File: src/rtl/spi_mem_arbiter_if.sv
// Bus bundle shared by the two requester ports (A, B) and the memory-controller port.
// The arbiter takes the slave view; the surrounding system or bench takes the master view.
interface spi_mem_arbiter_if #(
    parameter int ADDR_W = 16,
    parameter int DATA_W = 16
);
    logic              a_req;
    logic              a_we;
    logic [ADDR_W-1:0] a_addr;
    logic [DATA_W-1:0] a_wdata;
    logic [DATA_W-1:0] a_rdata;
    logic              a_ready;

    logic              b_req;
    logic              b_we;
    logic [ADDR_W-1:0] b_addr;
    logic [DATA_W-1:0] b_wdata;
    logic [DATA_W-1:0] b_rdata;
    logic              b_ready;

    logic              mem_req;
    logic              mem_we;
    logic [ADDR_W-1:0] mem_addr;
    logic [DATA_W-1:0] mem_wdata;
    logic [DATA_W-1:0] mem_rdata;
    logic              mem_ready;

    logic              grant_b;
    logic              busy;

    modport slave (
        input  a_req, a_we, a_addr, a_wdata,
        output a_rdata, a_ready,
        input  b_req, b_we, b_addr, b_wdata,
        output b_rdata, b_ready,
        output mem_req, mem_we, mem_addr, mem_wdata,
        input  mem_rdata, mem_ready,
        output grant_b, busy
    );

    modport master (
        output a_req, a_we, a_addr, a_wdata,
        input  a_rdata, a_ready,
        output b_req, b_we, b_addr, b_wdata,
        input  b_rdata, b_ready,
        input  mem_req, mem_we, mem_addr, mem_wdata,
        output mem_rdata, mem_ready,
        input  grant_b, busy
    );
endinterface

File: src/rtl/spi_mem_arbiter.sv
// Round-robin arbiter sharing one memory-controller port between requesters A and B.
// Latches the winner's transaction, holds mem_req until mem_ready, then one RELEASE cycle.
module spi_mem_arbiter #(
    parameter int ADDR_W = 16,
    parameter int DATA_W = 16
) (
    input  logic                clk,
    input  logic                reset_n,
    spi_mem_arbiter_if.slave    bus
);

    typedef enum logic [1:0] {
        ST_IDLE    = 2'd0,
        ST_XFER    = 2'd1,
        ST_RELEASE = 2'd2
    } state_e;

    state_e            state_q,      state_d;
    logic              mem_req_q,    mem_req_d;
    logic              mem_we_q,     mem_we_d;
    logic [ADDR_W-1:0] mem_addr_q,   mem_addr_d;
    logic [DATA_W-1:0] mem_wdata_q,  mem_wdata_d;
    logic              grant_b_q,    grant_b_d;
    logic              last_grant_q, last_grant_d;
    logic              busy_q,       busy_d;
    logic              pick_b_s;
    logic              xfer_done_s;

    // State and latched-transaction registers; last_grant resets to B so A wins the first tie.
    always_ff @(posedge clk or negedge reset_n) begin
        if (!reset_n) begin
            state_q      <= ST_IDLE;
            mem_req_q    <= 1'b0;
            mem_we_q     <= 1'b0;
            mem_addr_q   <= {ADDR_W{1'b0}};
            mem_wdata_q  <= {DATA_W{1'b0}};
            grant_b_q    <= 1'b0;
            last_grant_q <= 1'b1;
            busy_q       <= 1'b0;
        end else begin
            state_q      <= state_d;
            mem_req_q    <= mem_req_d;
            mem_we_q     <= mem_we_d;
            mem_addr_q   <= mem_addr_d;
            mem_wdata_q  <= mem_wdata_d;
            grant_b_q    <= grant_b_d;
            last_grant_q <= last_grant_d;
            busy_q       <= busy_d;
        end
    end

    // Next-state logic: arbitrate in IDLE, wait for mem_ready in XFER, one idle cycle in RELEASE.
    always_comb begin
        state_d      = state_q;
        mem_req_d    = mem_req_q;
        mem_we_d     = mem_we_q;
        mem_addr_d   = mem_addr_q;
        mem_wdata_d  = mem_wdata_q;
        grant_b_d    = grant_b_q;
        last_grant_d = last_grant_q;
        pick_b_s     = 1'b0;
        case (state_q)
            ST_IDLE: begin
                if (bus.a_req || bus.b_req) begin
                    pick_b_s    = bus.b_req && (!bus.a_req || !last_grant_q);
                    grant_b_d   = pick_b_s;
                    mem_we_d    = pick_b_s ? bus.b_we    : bus.a_we;
                    mem_addr_d  = pick_b_s ? bus.b_addr  : bus.a_addr;
                    mem_wdata_d = pick_b_s ? bus.b_wdata : bus.a_wdata;
                    mem_req_d   = 1'b1;
                    state_d     = ST_XFER;
                end else begin
                    state_d     = ST_IDLE;
                end
            end
            ST_XFER: begin
                if (bus.mem_ready) begin
                    mem_req_d    = 1'b0;
                    last_grant_d = grant_b_q;
                    state_d      = ST_RELEASE;
                end else begin
                    state_d      = ST_XFER;
                end
            end
            ST_RELEASE: begin
                state_d = ST_IDLE;
            end
            default: begin
                mem_req_d = 1'b0;
                state_d   = ST_IDLE;
            end
        endcase
        busy_d = (state_d != ST_IDLE);
    end

    // Completion is forwarded in the same cycle, and only to the owner of the grant.
    assign xfer_done_s   = (state_q == ST_XFER) && bus.mem_ready;
    assign bus.a_ready   = xfer_done_s && !grant_b_q;
    assign bus.b_ready   = xfer_done_s &&  grant_b_q;
    assign bus.a_rdata   = bus.a_ready ? bus.mem_rdata : {DATA_W{1'b0}};
    assign bus.b_rdata   = bus.b_ready ? bus.mem_rdata : {DATA_W{1'b0}};

    assign bus.mem_req   = mem_req_q;
    assign bus.mem_we    = mem_we_q;
    assign bus.mem_addr  = mem_addr_q;
    assign bus.mem_wdata = mem_wdata_q;
    assign bus.grant_b   = grant_b_q;
    assign bus.busy      = busy_q;

endmodule

File: src/flat_wrapper.sv
// flat-port wrapper written by rule: the top's interface ports become plain ports
module spi_mem_arbiter_flat 
#(
    parameter int ADDR_W = 16,
    parameter int DATA_W = 16
)
  (clk, reset_n, bus_a_req, bus_a_we, bus_a_addr, bus_a_wdata, bus_a_rdata, bus_a_ready, bus_b_req, bus_b_we, bus_b_addr, bus_b_wdata, bus_b_rdata, bus_b_ready, bus_mem_req, bus_mem_we, bus_mem_addr, bus_mem_wdata, bus_mem_rdata, bus_mem_ready, bus_grant_b, bus_busy);
  spi_mem_arbiter_if #(.ADDR_W(ADDR_W), .DATA_W(DATA_W)) bus_i ();
  input  logic clk;
  input  logic reset_n;
  input wire logic [$bits(bus_i.a_req)-1:0] bus_a_req;
  input wire logic [$bits(bus_i.a_we)-1:0] bus_a_we;
  input wire logic [$bits(bus_i.a_addr)-1:0] bus_a_addr;
  input wire logic [$bits(bus_i.a_wdata)-1:0] bus_a_wdata;
  output wire logic [$bits(bus_i.a_rdata)-1:0] bus_a_rdata;
  output wire logic [$bits(bus_i.a_ready)-1:0] bus_a_ready;
  input wire logic [$bits(bus_i.b_req)-1:0] bus_b_req;
  input wire logic [$bits(bus_i.b_we)-1:0] bus_b_we;
  input wire logic [$bits(bus_i.b_addr)-1:0] bus_b_addr;
  input wire logic [$bits(bus_i.b_wdata)-1:0] bus_b_wdata;
  output wire logic [$bits(bus_i.b_rdata)-1:0] bus_b_rdata;
  output wire logic [$bits(bus_i.b_ready)-1:0] bus_b_ready;
  output wire logic [$bits(bus_i.mem_req)-1:0] bus_mem_req;
  output wire logic [$bits(bus_i.mem_we)-1:0] bus_mem_we;
  output wire logic [$bits(bus_i.mem_addr)-1:0] bus_mem_addr;
  output wire logic [$bits(bus_i.mem_wdata)-1:0] bus_mem_wdata;
  input wire logic [$bits(bus_i.mem_rdata)-1:0] bus_mem_rdata;
  input wire logic [$bits(bus_i.mem_ready)-1:0] bus_mem_ready;
  output wire logic [$bits(bus_i.grant_b)-1:0] bus_grant_b;
  output wire logic [$bits(bus_i.busy)-1:0] bus_busy;
  assign bus_i.a_req = bus_a_req;
  assign bus_i.a_we = bus_a_we;
  assign bus_i.a_addr = bus_a_addr;
  assign bus_i.a_wdata = bus_a_wdata;
  assign bus_a_rdata = bus_i.a_rdata;
  assign bus_a_ready = bus_i.a_ready;
  assign bus_i.b_req = bus_b_req;
  assign bus_i.b_we = bus_b_we;
  assign bus_i.b_addr = bus_b_addr;
  assign bus_i.b_wdata = bus_b_wdata;
  assign bus_b_rdata = bus_i.b_rdata;
  assign bus_b_ready = bus_i.b_ready;
  assign bus_mem_req = bus_i.mem_req;
  assign bus_mem_we = bus_i.mem_we;
  assign bus_mem_addr = bus_i.mem_addr;
  assign bus_mem_wdata = bus_i.mem_wdata;
  assign bus_i.mem_rdata = bus_mem_rdata;
  assign bus_i.mem_ready = bus_mem_ready;
  assign bus_grant_b = bus_i.grant_b;
  assign bus_busy = bus_i.busy;
  spi_mem_arbiter #(.ADDR_W(ADDR_W), .DATA_W(DATA_W)) u_core (.clk(clk), .reset_n(reset_n), .bus(bus_i));
endmodule
File: config.mk
export PLATFORM = sky130hd
export DESIGN_NAME = spi_mem_arbiter_flat
export DESIGN_NICKNAME = d
export VERILOG_FILES = /design/src/rtl/spi_mem_arbiter_if.sv /design/src/rtl/spi_mem_arbiter.sv /design/src/flat_wrapper.sv
export SDC_FILE = /design/constraint.sdc
export NUM_CORES = 1
export LEC_CHECK = 0
export ABC_CLOCK_PERIOD_IN_PS = 1350
export BUFFER_PORTS_ARGS = -buffer_cell sky130_fd_sc_hd__buf_2
export CORE_MARGIN = 4
export CORE_UTILIZATION = 38
export DETAILED_ROUTE_END_ITERATION = 8
export GPL_ROUTABILITY_DRIVEN = 0
export PLACE_DENSITY = 0.77
export RECOVER_POWER = 100
export SYNTH_ARGS = -nofsm -noshare
export SYNTH_HDL_FRONTEND = slang
export SYNTH_SLANG_ARGS = --single-unit
File: constraint.sdc
create_clock -name clk -period 1.35 [get_ports clk]
set_input_delay 0.27 -clock clk [delete_from_list [all_inputs] [get_ports clk]]
set_output_delay 0.27 -clock clk [all_outputs]
set_load 0.01 [all_outputs]
# Word-level counts from Yosys, hierarchy flattened
# Index checks and enable logic that the tools add are counted.
[totals]
ff_bits = 39
wordCells = 38
[classes]
n_eq_ne = 4
muxes = 11
bitwise = 1
n_reduce_logical = 14
[op_table]
columns = ["cell", "n"]
rows = [
  ["$mux W16", 4],
  ["$logic_and A1 B1 Y1", 4],
  ["$mux W1", 4],
  ["$pmux W2 S2", 1],
  ["$reduce_and A2 Y1", 2],
  ["$logic_not A1 Y1", 3],
  ["$pmux W1 S3", 1],
  ["$reduce_and A3 Y1", 1],
  ["$eq A2 B1 Y1 const B", 1],
  ["$eq A2 B2 Y1 const B", 1],
  ["$logic_not A2 Y1", 1],
  ["$logic_or A1 B1 Y1", 2],
  ["$mux W2", 1],
  ["$ne A2 B1 Y1 const B", 1],
  ["$ne A2 B2 Y1 const B", 1],
  ["$reduce_bool A2 Y1", 1],
  ["$not A1 Y1", 1],
]

# Depth between registers and ports, before layout
[depth]
depth_word = 4
depth_mapped = 5

# Least setup slack after synthesis
# Ideal clock, no wire load.
[synth_path]
path_kind = "reg2out"
from = "register u_core.state_q[1]"
to = "output port bus_b_rdata[10]"
arrival_ps = 1228
required_time_ps = 1080
slack_ps = -148
stages_incl_launch_ff = 5
path_buffers = 2
cell_sequence = "dfrtp_1 and3b_1 clkbuf_1 buf_2 and3_1"
[synth_via]
elab_chain_len = 4
[synth_lines]
columns = ["item", "line_no", "text"]
rows = [
  ["from (decl)", "spi_mem_arbiter.sv:18", "state_e state_q, state_d;"],
  ["from (signal assigned)", "spi_mem_arbiter.sv:41", "state_q <= state_d;"],
  ["$eq A2 B1 Y1", "spi_mem_arbiter.sv:97", "assign xfer_done_s = (state_q == ST_XFER) && bus.mem_ready;"],
  ["$logic_and A1 B1 Y1", "spi_mem_arbiter.sv:97", ""],
  ["$logic_and A1 B1 Y1", "spi_mem_arbiter.sv:99", "assign bus.b_ready = xfer_done_s && grant_b_q;"],
  ["$mux W16", "spi_mem_arbiter.sv:101", "assign bus.b_rdata = bus.b_ready ? bus.mem_rdata : {DATA_W{1'b0}};"],
  ["to (decl)", "flat_wrapper.sv:21", "output wire logic [$bits(bus_i.b_rdata)-1:0] bus_b_rdata;"],
]
# Every way passes these cells.

# Final worst setup path
# Ends and elaborated chain as after synthesis.

==> impl_metrics.ini <==
[synth]
ys.flop_type = dfrtp_1
syn-num-nets = 249
syn_inst = 162
syn_area_per_cell_um2 = 14.4
netlist_area_um2 = 2340
ys_seq_area_share_pct = 41.8
ys_ff_latch = 39
synth_edf_count = 0
ys_warn_count = 0
synthArstFlopShare_pct = 100
synth_cell_types = 20

[die]
die_area_um2 = 7470
num_rows = 28
die-height_um = 86.4
die_w_um = 86.4
initial_utilization_pct = 39.2
io-pin-count = 157
core_um2 = 5960

[placement]
place_area_um2 = 3310
post-place-cells = 394
place_hpwl_um = 4510
place_ws_ns = -0.250
io_buffers = 156

[final_layout]
diodes = 0
drive_gt1_share_pct = 83.1
area_delta_synth_final_pct = 67.9
fin_util_pct = 65.9
fin_nets = 435
final_cells = 424
stdcell_area_um2 = 3920

[route]
drt-total-wl_um = 7210
first_iter_violations = 43
ant_nets = 0
first_pass_iters = 4
drc = 0
post_drt_wl_per_cell_um = 17.0
vias_per_cell = 4.88
vias = 2069

[power]
sw_frac_of_total_pct = 33.0
powerDensity_nw_per_um2 = 1910
p_switching_mw = 2.48
ir_drop_uv = 1080
leakagePower_nw = 2.14
p_seq_share_pct = 28.3
intPower_mw = 5.03
clkPwrFrac_pct = 13.9
pwr-share-comb_pct = 57.8

[sta]
fin_setup_tns_ns = -20.50
slew_viol_final = 0
timing.final.crit_share_pct = 130
grt_setup_unrepaired = yes
tightestPinTransition_ns = 0.524
max_slew_margin_pct = 65.1
hold_violations = 0
fmax_mhz = 571
setup_slack_ns = -0.400
setup_viol_count_final = 69
skew_ns = 0.00693
timing.final.crit_period_ns = 1.75

[global_routing]
grt_pass1_wl_um = 10300
grt_max_degree = 22
grt_pass1_vias = 2082
antenna_found_initial = 0
gr-total-overflow = 0
grt_usage_pct = 17.4

[cts]
cts.sink_count = 39
tritoncts = yes
ctsHtreeMaxLevel = 2
path_clk_slew_ns = 0.08
root_buffer = clkbuf_8
cts_made_buffers = 5
clockBufferDepth = 2
clkLatencyLatePin_ns = 0.29

[worst_setup_path]
cp-start-kind = flip-flop
criticalPathCategory = flip-flop to output port
crit_path_end_kind = output port
r2r-start = u_core.last_grant_q$_DFFE_PN1N_
rrSetupSlack_ns = -0.33
critPathMaxFanout = 19
timing.critical_path.from = u_core.state_q[1]$_DFF_PN0_
r2r_cells = 6
worstPathArrival_ns = 1.48
r2r_end = u_core.bus.mem_wdata[10]$_DFFE_PN0P_
critPathCapture = bus_b_rdata[10]
crit_required_ns = 1.08

[status]
violations = negative setup slack
status = finished with violations

[flow_run]
maxCapViolCount = 0

[min_path]
hold_path_class = input pin to flip-flop
through the flow:
stage          total power [mW]  hold WS, ns
6_report                   7.51        0.294
5_1_grt                    7.93        0.315
4_1_cts                    7.25        0.277
3_5_place_dp               5.65        0.247
3_3_place_gp               5.55        0.243
2_1_floorplan              4.46      -0.0256
what timing repair did:
action,CTS,global route
gates cloned,7,3
hold buffers,1,0
pin swaps,2,8
buffers inserted,10,4
hold endpoints to repair,17,0
gates resized for setup,25,41
endpoints found under the setup margin,68,70
cell usage after synthesis (2+ instances only):
cell | number | share of area [%]
and3_1 | 16 | 4.3
buf_2 | 2 | 0.43
nor2_1 | 3 | 0.48
clkbuf_1 | 2 | 0.32
and2_1 | 17 | 4.6
mux2_4 | 57 | 37
mux2_2 | 10 | 4.8
dfrtp_1 | 38 | 41
buf_6 | 6 | 2.9
sequential cells by signal, indices dropped and copies added, names as in the netlist:
name and flops:
u_core.bus.grant_b 1, u_core.bus.mem_addr 16, u_core.bus.mem_we 1, u_core.bus.mem_wdata 16, u_core.bus.busy 1, u_core.state_q 2
u_core.last_grant_q 1, u_core.bus.mem_req 1
power by group through the flow:
stage	Sequential [mW]	Combinational, mW	Clock (mW)
6_report	2.12	4.34	1.05
5_1_grt	2.20	4.62	1.11
4_1_cts	2.11	4.08	1.06
3_5_place_dp	2.12	3.53	0
3_3_place_gp	2.10	3.45	0
2_1_floorplan	2.40	2.07	0
worst max-delay path: stages, from the launching register on:
cell and delay [ns]:
dfrtp_1 0.40, and3b_2 0.31, buf_8 0.17, and3_1 0.18, buf_2 0.14
cells by family after synthesis:
logic type	Yosys count	synth area share (%)
and+or+nand+nor	43	11.8
DFF	39	41.8
muxes	67	41.4
buffers and inverters	10	3.64
AOI/OAI and AO/OA	3	1.34
final cells by class:
class                           count  area [um^2]
Sequential cell                    39          978
Clock buffer                        6         82.6
Timing Repair Buffer              186         1330
Fill cell                         462         2030
Clock inverter                      2         38.8
Tap cell                           75         93.8
Multi-Input combinational cell    116         1410
how the worst min path moves through the flow:
stage | startpoint | end | slack, ns | depth (start not counted)
after floorplan | reset_n | u_core.bus.busy$_DFF_PN0_ | -0.03 | 0
after global placement | reset_n | u_core.bus.mem_wdata[6]$_DFFE_PN0P_ | 0.24 | 1
after detailed placement | reset_n | u_core.bus.mem_wdata[6]$_DFFE_PN0P_ | 0.25 | 1
after CTS | bus_a_req | u_core.bus.busy$_DFF_PN0_ | 0.28 | 3
after global routing | bus_a_req | u_core.bus.busy$_DFF_PN0_ | 0.32 | 3
final | bus_a_req | u_core.bus.busy$_DFF_PN0_ | 0.29 | 3
metal layers:
layer  global-route usage (%)  share of wire (%)  routed length [um]  vias to the layer above
met3                     3.71                7.5                 538                        7
met4                     4.67                1.2                  84                        0
li1                         -                  -                   -                      956
met2                     30.1                 52                3730                       90
met5                        0                  0                   0                        -
met1                     22.1                 40                2860                     1016
cells in the final DEF (no fill, tap or decap), drive strengths merged:
master,instances
mux2,67
and2,17
nor3,2
dfstp,1
a21boi,1
clkbuf,9
o21ai,1
buf,182
and2b,4
or2,1
dlygate4sd3,1
nor3b,1
and3,16
nor2,4
o21a,1
dfrtp,38
inv,1
bufinv,1
and3b,1
Power figures use the tool's default switching activity.
